[src/rtl/serial_subtractor.sv]
// serial_subtractor
//   Bit-serial WIDTH-bit subtractor computing Diff = A - B, LSB first, one bit
//   per clock. Each step is a full subtractor whose borrow is kept in a
//   flip-flop. A single-cycle Start in IDLE latches the operands. Done pulses
//   for one cycle when Diff/Borrow/Ovf are final.
//
//   Ports
//     Clk    : clock, rising edge
//     Rst    : synchronous active-high reset (priority over everything)
//     Start  : begin request, honoured only while Busy=0
//     A, B   : minuend / subtrahend, sampled on the accepted Start edge
//     Busy   : high in RUN and DONE
//     Done   : one-cycle pulse, result valid
//     Diff   : A - B modulo 2^WIDTH
//     Borrow : 1 when unsigned A < B
//     Ovf    : signed overflow (0 unless SERIAL_SUB_SIGNED_OVF_EN is defined)
//
//   Build option
//     SERIAL_SUB_SIGNED_OVF_EN : when defined, the operand MSBs are kept and
//     Ovf is registered on entry to DONE. When undefined, Ovf is tied to 0.
module serial_subtractor #(
  parameter int WIDTH = 8
) (
  input  logic             Clk,
  input  logic             Rst,
  input  logic             Start,
  input  logic [WIDTH-1:0] A,
  input  logic [WIDTH-1:0] B,
  output logic             Busy,
  output logic             Done,
  output logic [WIDTH-1:0] Diff,
  output logic             Borrow,
  output logic             Ovf
);

  localparam int CNT_W = $clog2(WIDTH);
  localparam logic [CNT_W-1:0] CNT_LAST = CNT_W'(WIDTH - 1);

  typedef enum logic [1:0] {
    S_IDLE = 2'd0,
    S_RUN  = 2'd1,
    S_DONE = 2'd2
  } state_t;

  // One full-subtractor step: returns {borrow_out, diff_bit}.
  function automatic logic [1:0] full_sub(input logic a, input logic b, input logic bin);
    logic d;
    logic bout;
    d    = a ^ b ^ bin;
    bout = (~a & b) | (~(a ^ b) & bin);
    return {bout, d};
  endfunction

  state_t           state_q, state_d;
  logic [WIDTH-1:0] a_sh_q, a_sh_d;
  logic [WIDTH-1:0] b_sh_q, b_sh_d;
  logic [WIDTH-1:0] diff_q, diff_d;
  logic             br_q, br_d;
  logic [CNT_W-1:0] cnt_q, cnt_d;
  logic [1:0]       step;

`ifdef SERIAL_SUB_SIGNED_OVF_EN
  logic am_q, am_d;
  logic bm_q, bm_d;
  logic ovf_q, ovf_d;
`endif

  assign step = full_sub(a_sh_q[0], b_sh_q[0], br_q);

  always_comb begin
    state_d = state_q;
    a_sh_d  = a_sh_q;
    b_sh_d  = b_sh_q;
    diff_d  = diff_q;
    br_d    = br_q;
    cnt_d   = cnt_q;
`ifdef SERIAL_SUB_SIGNED_OVF_EN
    am_d    = am_q;
    bm_d    = bm_q;
    ovf_d   = ovf_q;
`endif
    case (state_q)
      S_IDLE: begin
        if (Start) begin
          a_sh_d  = A;
          b_sh_d  = B;
          br_d    = 1'b0;
          cnt_d   = '0;
`ifdef SERIAL_SUB_SIGNED_OVF_EN
          am_d    = A[WIDTH-1];
          bm_d    = B[WIDTH-1];
`endif
          state_d = S_RUN;
        end
      end
      S_RUN: begin
        diff_d = {step[0], diff_q[WIDTH-1:1]};
        br_d   = step[1];
        a_sh_d = a_sh_q >> 1;
        b_sh_d = b_sh_q >> 1;
        cnt_d  = cnt_q + CNT_W'(1);
        if (cnt_q == CNT_LAST) begin
          state_d = S_DONE;
`ifdef SERIAL_SUB_SIGNED_OVF_EN
          // step[0] is the final sign bit of Diff.
          ovf_d   = (am_q != bm_q) && (step[0] != am_q);
`endif
        end
      end
      S_DONE: begin
        state_d = S_IDLE;
      end
      default: begin
        state_d = S_IDLE;
      end
    endcase
  end

  always_ff @(posedge Clk) begin
    if (Rst) begin
      state_q <= S_IDLE;
      a_sh_q  <= '0;
      b_sh_q  <= '0;
      diff_q  <= '0;
      br_q    <= 1'b0;
      cnt_q   <= '0;
`ifdef SERIAL_SUB_SIGNED_OVF_EN
      am_q    <= 1'b0;
      bm_q    <= 1'b0;
      ovf_q   <= 1'b0;
`endif
    end else begin
      state_q <= state_d;
      a_sh_q  <= a_sh_d;
      b_sh_q  <= b_sh_d;
      diff_q  <= diff_d;
      br_q    <= br_d;
      cnt_q   <= cnt_d;
`ifdef SERIAL_SUB_SIGNED_OVF_EN
      am_q    <= am_d;
      bm_q    <= bm_d;
      ovf_q   <= ovf_d;
`endif
    end
  end

  assign Busy   = (state_q != S_IDLE);
  assign Done   = (state_q == S_DONE);
  assign Diff   = diff_q;
  assign Borrow = br_q;
`ifdef SERIAL_SUB_SIGNED_OVF_EN
  assign Ovf    = ovf_q;
`else
  assign Ovf    = 1'b0;
`endif

endmodule

[config.mk]
export PLATFORM = sky130hd
export DESIGN_NAME = serial_subtractor
export DESIGN_NICKNAME = d
export VERILOG_FILES = /design/src/rtl/serial_subtractor.sv
export SDC_FILE = /design/constraint.sdc
export NUM_CORES = 1
export LEC_CHECK = 0
export CAP_MARGIN = 10
export CORE_ASPECT_RATIO = 2
export CORE_MARGIN = 1.5
export CORE_UTILIZATION = 47
export CTS_CLUSTER_DIAMETER = 40
export CTS_CLUSTER_SIZE = 16
export DETAILED_ROUTE_END_ITERATION = 8
export HOLD_SLACK_MARGIN = 0.12
export PLACE_DENSITY = 0.87
export RECOVER_POWER = 100
export SLEW_MARGIN = 20
export SYNTH_ARGS = -nofsm -noshare
export SYNTH_HDL_FRONTEND = slang
export SYNTH_SLANG_ARGS = --single-unit
[constraint.sdc]
create_clock -name Clk -period 1.9 [get_ports Clk]
set_clock_uncertainty 0.2 [all_clocks]
set_input_delay 0.19 -clock Clk [delete_from_list [all_inputs] [get_ports Clk]]
set_output_delay 0.19 -clock Clk [all_outputs]
set_load 0.1 [all_outputs]
* After elaboration in Yosys (flattened, before gate mapping)
Index checks and enable logic that the tools add are counted.
** Cells by class
- Reduce and logical (&&, ||, !) cells :: 5
- Multiplexer cells :: 11
- $add $sub $neg :: 1
- Equality and inequality tests :: 5
- Bitwise operators :: 7
** Operator list (number)
- 8-bit one-hot mux with 2 select lines :: 2
- 8-bit 2-to-1 mux :: 2
- 3-bit one-hot mux with 2 select lines :: 1
- 2-bit 2-to-1 mux :: 2
- 2-bit != test, second input constant :: 2
- 2-bit one-hot mux with 2 select lines :: 1
- 2-bit AND reduction :: 2
- 2-bit nonzero test :: 2
- 3-bit by 1-bit adder with 3-bit output, second input constant :: 1
- 3-bit equality test, second input constant :: 1
- 3-bit 2-to-1 mux :: 1
- 1-bit bitwise AND :: 2
- 2-bit by 1-bit equality test with 1-bit output, second input constant :: 1
- 2-bit equality test, second input constant :: 1
- 2-bit zero test :: 1
- 1-bit NOT :: 2
- 1-bit one-hot mux with 2 select lines :: 1
- 1-bit bitwise XOR :: 2
- 1-bit 2-to-1 mux :: 1
- 1-bit OR :: 1
** Storage, ports and cells
- Output and inout port bits :: 12
- Flip-flop bits (word level) :: 30
- Logic and storage cells :: 35

* Logic depth before layout (Yosys ltp)
- Word-level depth :: 5
- Depth in mapped cells :: 5
- Depth with buffers taken out :: 5

* Worst setup path before layout
OpenSTA, ideal clock, no wires.
- Path type :: register to output
- From :: reg state_q[1]
- To :: out Done
- Arrival time :: 1827 ps
- Buffers on the path :: 1
- Slack :: -317 ps
- Data required time :: 1510 ps
- Stages on the path, launching flop included :: 3
- Cells stage by stage :: dfxtp_1 clkbuf_2 nor2b_1
** Between the ends
- Longest elaborated chain between the ends :: 1
** RTL lines
- start: declaration :: RTL line 54 : state_t state_q, state_d;
- start signal: assignment :: RTL line 133 : state_q <= state_d;
- 2-bit equality test :: RTL line 148 : assign Done = (state_q == S_DONE);
- end: declaration :: RTL line 30 : output logic Done,
Every way passes these cells.

* Worst setup path after layout
- From :: reg state_q[0]
- To :: out Busy
** Between the ends
- Longest elaborated chain between the ends :: 1
** RTL lines
- 2-bit nonzero test :: RTL line 147 : assign Busy = (state_q != S_IDLE);
- end: declaration :: RTL line 29 : output logic Busy,
Every way passes these cells.

==> out/results.txt <==
Core area = 2500 um2
Design area = 1590 um2
Top-level I/O count = 31
Met2 Usage GRT = 0.352
Synth area leaders = dfxtp_1 (49%), nor2_1 (13%), nor4_1 (6.1%)
# clock sinks = 30
Final setup fails = 0
Cells after Synth = 151
H-tree depth = 2
Synth Cell Area = 1230 um2
Worst rel slew slack = 0.641
Mux cell area share after synthesis = 0.0163
Routed Antenna Nets = 0
DRT Pass-1 Iters = 4
DP HPWL = 1.87 mm
1st-iter DRT viols = 26
CP Class = register to output pin
Post-synth top area share = 0.488
Cell taking the most area after synthesis = dfxtp_1
Leakage power = 0.661 nW
Mapped Avg Cell Area = 8.15 um2
Fin Hold WS = 0.263 ns
CTS tree = yes
Arrival time worst endpoint = 1.34 ns
Setup bufs post-CTS = 0
Min Tclk post-route = 1.73 ns
Area Growth Syn to Fin = 29.0%
Share of cells above drive strength 1 = 0.137
Total Routing Usage GR = 0.212
Initial Util = 0.492
Simple-gate share of the synthesized area = 0.291
Most common cell after layout, fill and taps aside = nor2_1
Port Buffer Count = 29
Number of distinct library cells after synthesis = 28
Placer Congestion = 0.788
Initial antenna violation count = 0
Worst vdd ir = 0.583 mV
N_diodes = 0
Chip Width = 39.2 um
Sequential share of the synthesized area = 0.488
Layout fillers = 210
Crit-path max FO = 9
#FFs+latches synth = 30
Clk Latency, worst-skew pair = 0.29 ns
Most frequent cells in the layout = nor2_1 (44), dfxtp_1 (29), clkdlybuf4s50_1 (18), nand2_1 (14), nor4_1 (12)
Routed wire per std cell = 12.4 um
Slowest CP cell = dfxtp_1
First-pass GRT wire length = 4.35 mm
Met1 GRT Util = 0.232
Layout Nets = 203
Tcrit/Tclk final = 0.911
Via-per-instance ratio = 5.25
DR vias = 1103
Fin. max-slew vios = 0
Crit-path leading delay family = buffers and inverters
Layout Utilization = 0.634
Most used routing layer = met2
Grt ovf = 0
Unrepaired setup endpoints after global routing = false
Outcome = finished, final reports clean
Vias in the first global route = 1047
Maximum root-to-sink buffer count = 2
# rows = 26
Mapped Nets = 173
Synth Area in Compound Gates = 0.104
CTS Hold Bufs = 0
Fin. Hold Viols = 0
Startpoint Class = register
Die Height = 75.4 um
Critical path capture point type = output pin
Cells resized by post-CTS repair = 0
Crit path required time = 1.51 ns
Hold Crit Class = register to register
GRT met3 Usage = 0.0525
Worst-Margin Slew = 0.541 ns
CTS clk-pin slew, worst paths = 0.07 ns
Total CTS buffers = 5
Critical Path Max Stage Delay = 0.35 ns
CTS root buf = clkbuf_8
Routed wire length = 2.60 mm
Largest family of logic cells by synthesized area = simple AND/OR/NAND/NOR gates
CP cell instances = clkbuf_1 > or2_2 > buf_6
Adder-Cell Fraction of Synth Area = 0.0366
Maxcap violations = 0
Synth Area in XOR/XNOR = 0
Placed cell area = 1590 um2
Synth warn = 0
PD cells = 901 nW/um2
DRC errors left = 0
Crit path buffers/inverters = 2
Max Fclk = 578 MHz
Die Area = 2950 um2
Largest net degree at the start of global routing = 31
==> final cells by class <==
type / count / area [um2] / share of cell area
Sequential cell: 30 / 602 / 0.379
Multi-Input combinational cell: 106 / 554 / 0.349
Timing Repair Buffer: 35 / 294 / 0.185
Clock buffer: 7 / 86.3 / 0.0544
Tap cell: 28 / 35.0 / 0.0221
Inverter: 3 / 11.3 / 0.00709
Clock inverter: 1 / 5.00 / 0.00315
==> cells by family (layout without fill, tap and decap cells) <==
kind of cell,Yosys count,after routing
AND/OR/NAND/NOR,80,80
flip-flops,30,30
AO/OA/AOI/OAI,20,20
buffers and inverters,15,46
adder cells (fa/ha/maj),3,3
multiplexers,2,2
other,1,1
==> per-stage QoR <==
step / TNS (ns) / cells / total power, mW / setup slack, ns
global placement: 0 / 202 / 0.926 / 0.0736
finish: 0 / 210 / 1.43 / 0.170
global route: 0 / 210 / 1.49 / 0.105
CTS: 0 / 210 / 1.46 / 0.229
floorplan: 0 / 151 / 0.848 / 0.202
detailed placement: -0.0223 / 202 / 0.935 / -0.0223
==> cell usage after synthesis, drive strengths merged <==
cell	instances
a2111oi	1
a211oi	1
a21oi	10
a22oi	3
buf	8
clkbuf	4
conb	1
dfxtp	30
fa	1
ha	2
inv	3
mux2i	2
nand2	14
nand2b	1
nand3b	2
nor2	44
nor2b	3
nor3	2
nor4	12
o21ai	2
o21ba	1
o21bai	1
o221a	1
or2	1
or3b	1
==> layer usage <==
layer,vias to the layer above,share of wire
met5,-,0
met4,0,0.023
met3,6,0.043
met2,28,0.54
met1,509,0.39
li1,560,-
==> worst min-delay path, delay by kind of cell (launching register included) <==
kind | cells | cell delay [ns]
DFF | 1 | 0.31
AOI/OAI and AO/OA | 1 | 0.06
and+or+nand+nor | 1 | 0.05
==> power by group <==
group | internal, mW | switching (mW)
clock network | 0.291 | 0.237
registers | 0.667 | 0.0213
logic | 0.0835 | 0.130
==> state kept, by name, indices dropped and copies added, names as in the netlist <==
register  count
cnt_q         3
a_sh_q        8
state_q       2
b_sh_q        8
Diff          8
Borrow        1
==> path summary, 6_finish.rpt <==
kind / startpoint / end / slack [ns] / cells after the start
max: state_q[0] / Busy / 0.17 / 3
min: Diff[0] / Diff[0] / 0.26 / 2
max reg2reg: state_q[0] / a_sh_q[1] / 0.23 / 3
min reg2reg: Diff[0] / Diff[0] / 0.26 / 2
No activity file was read; power rests on OpenSTA's default activity.
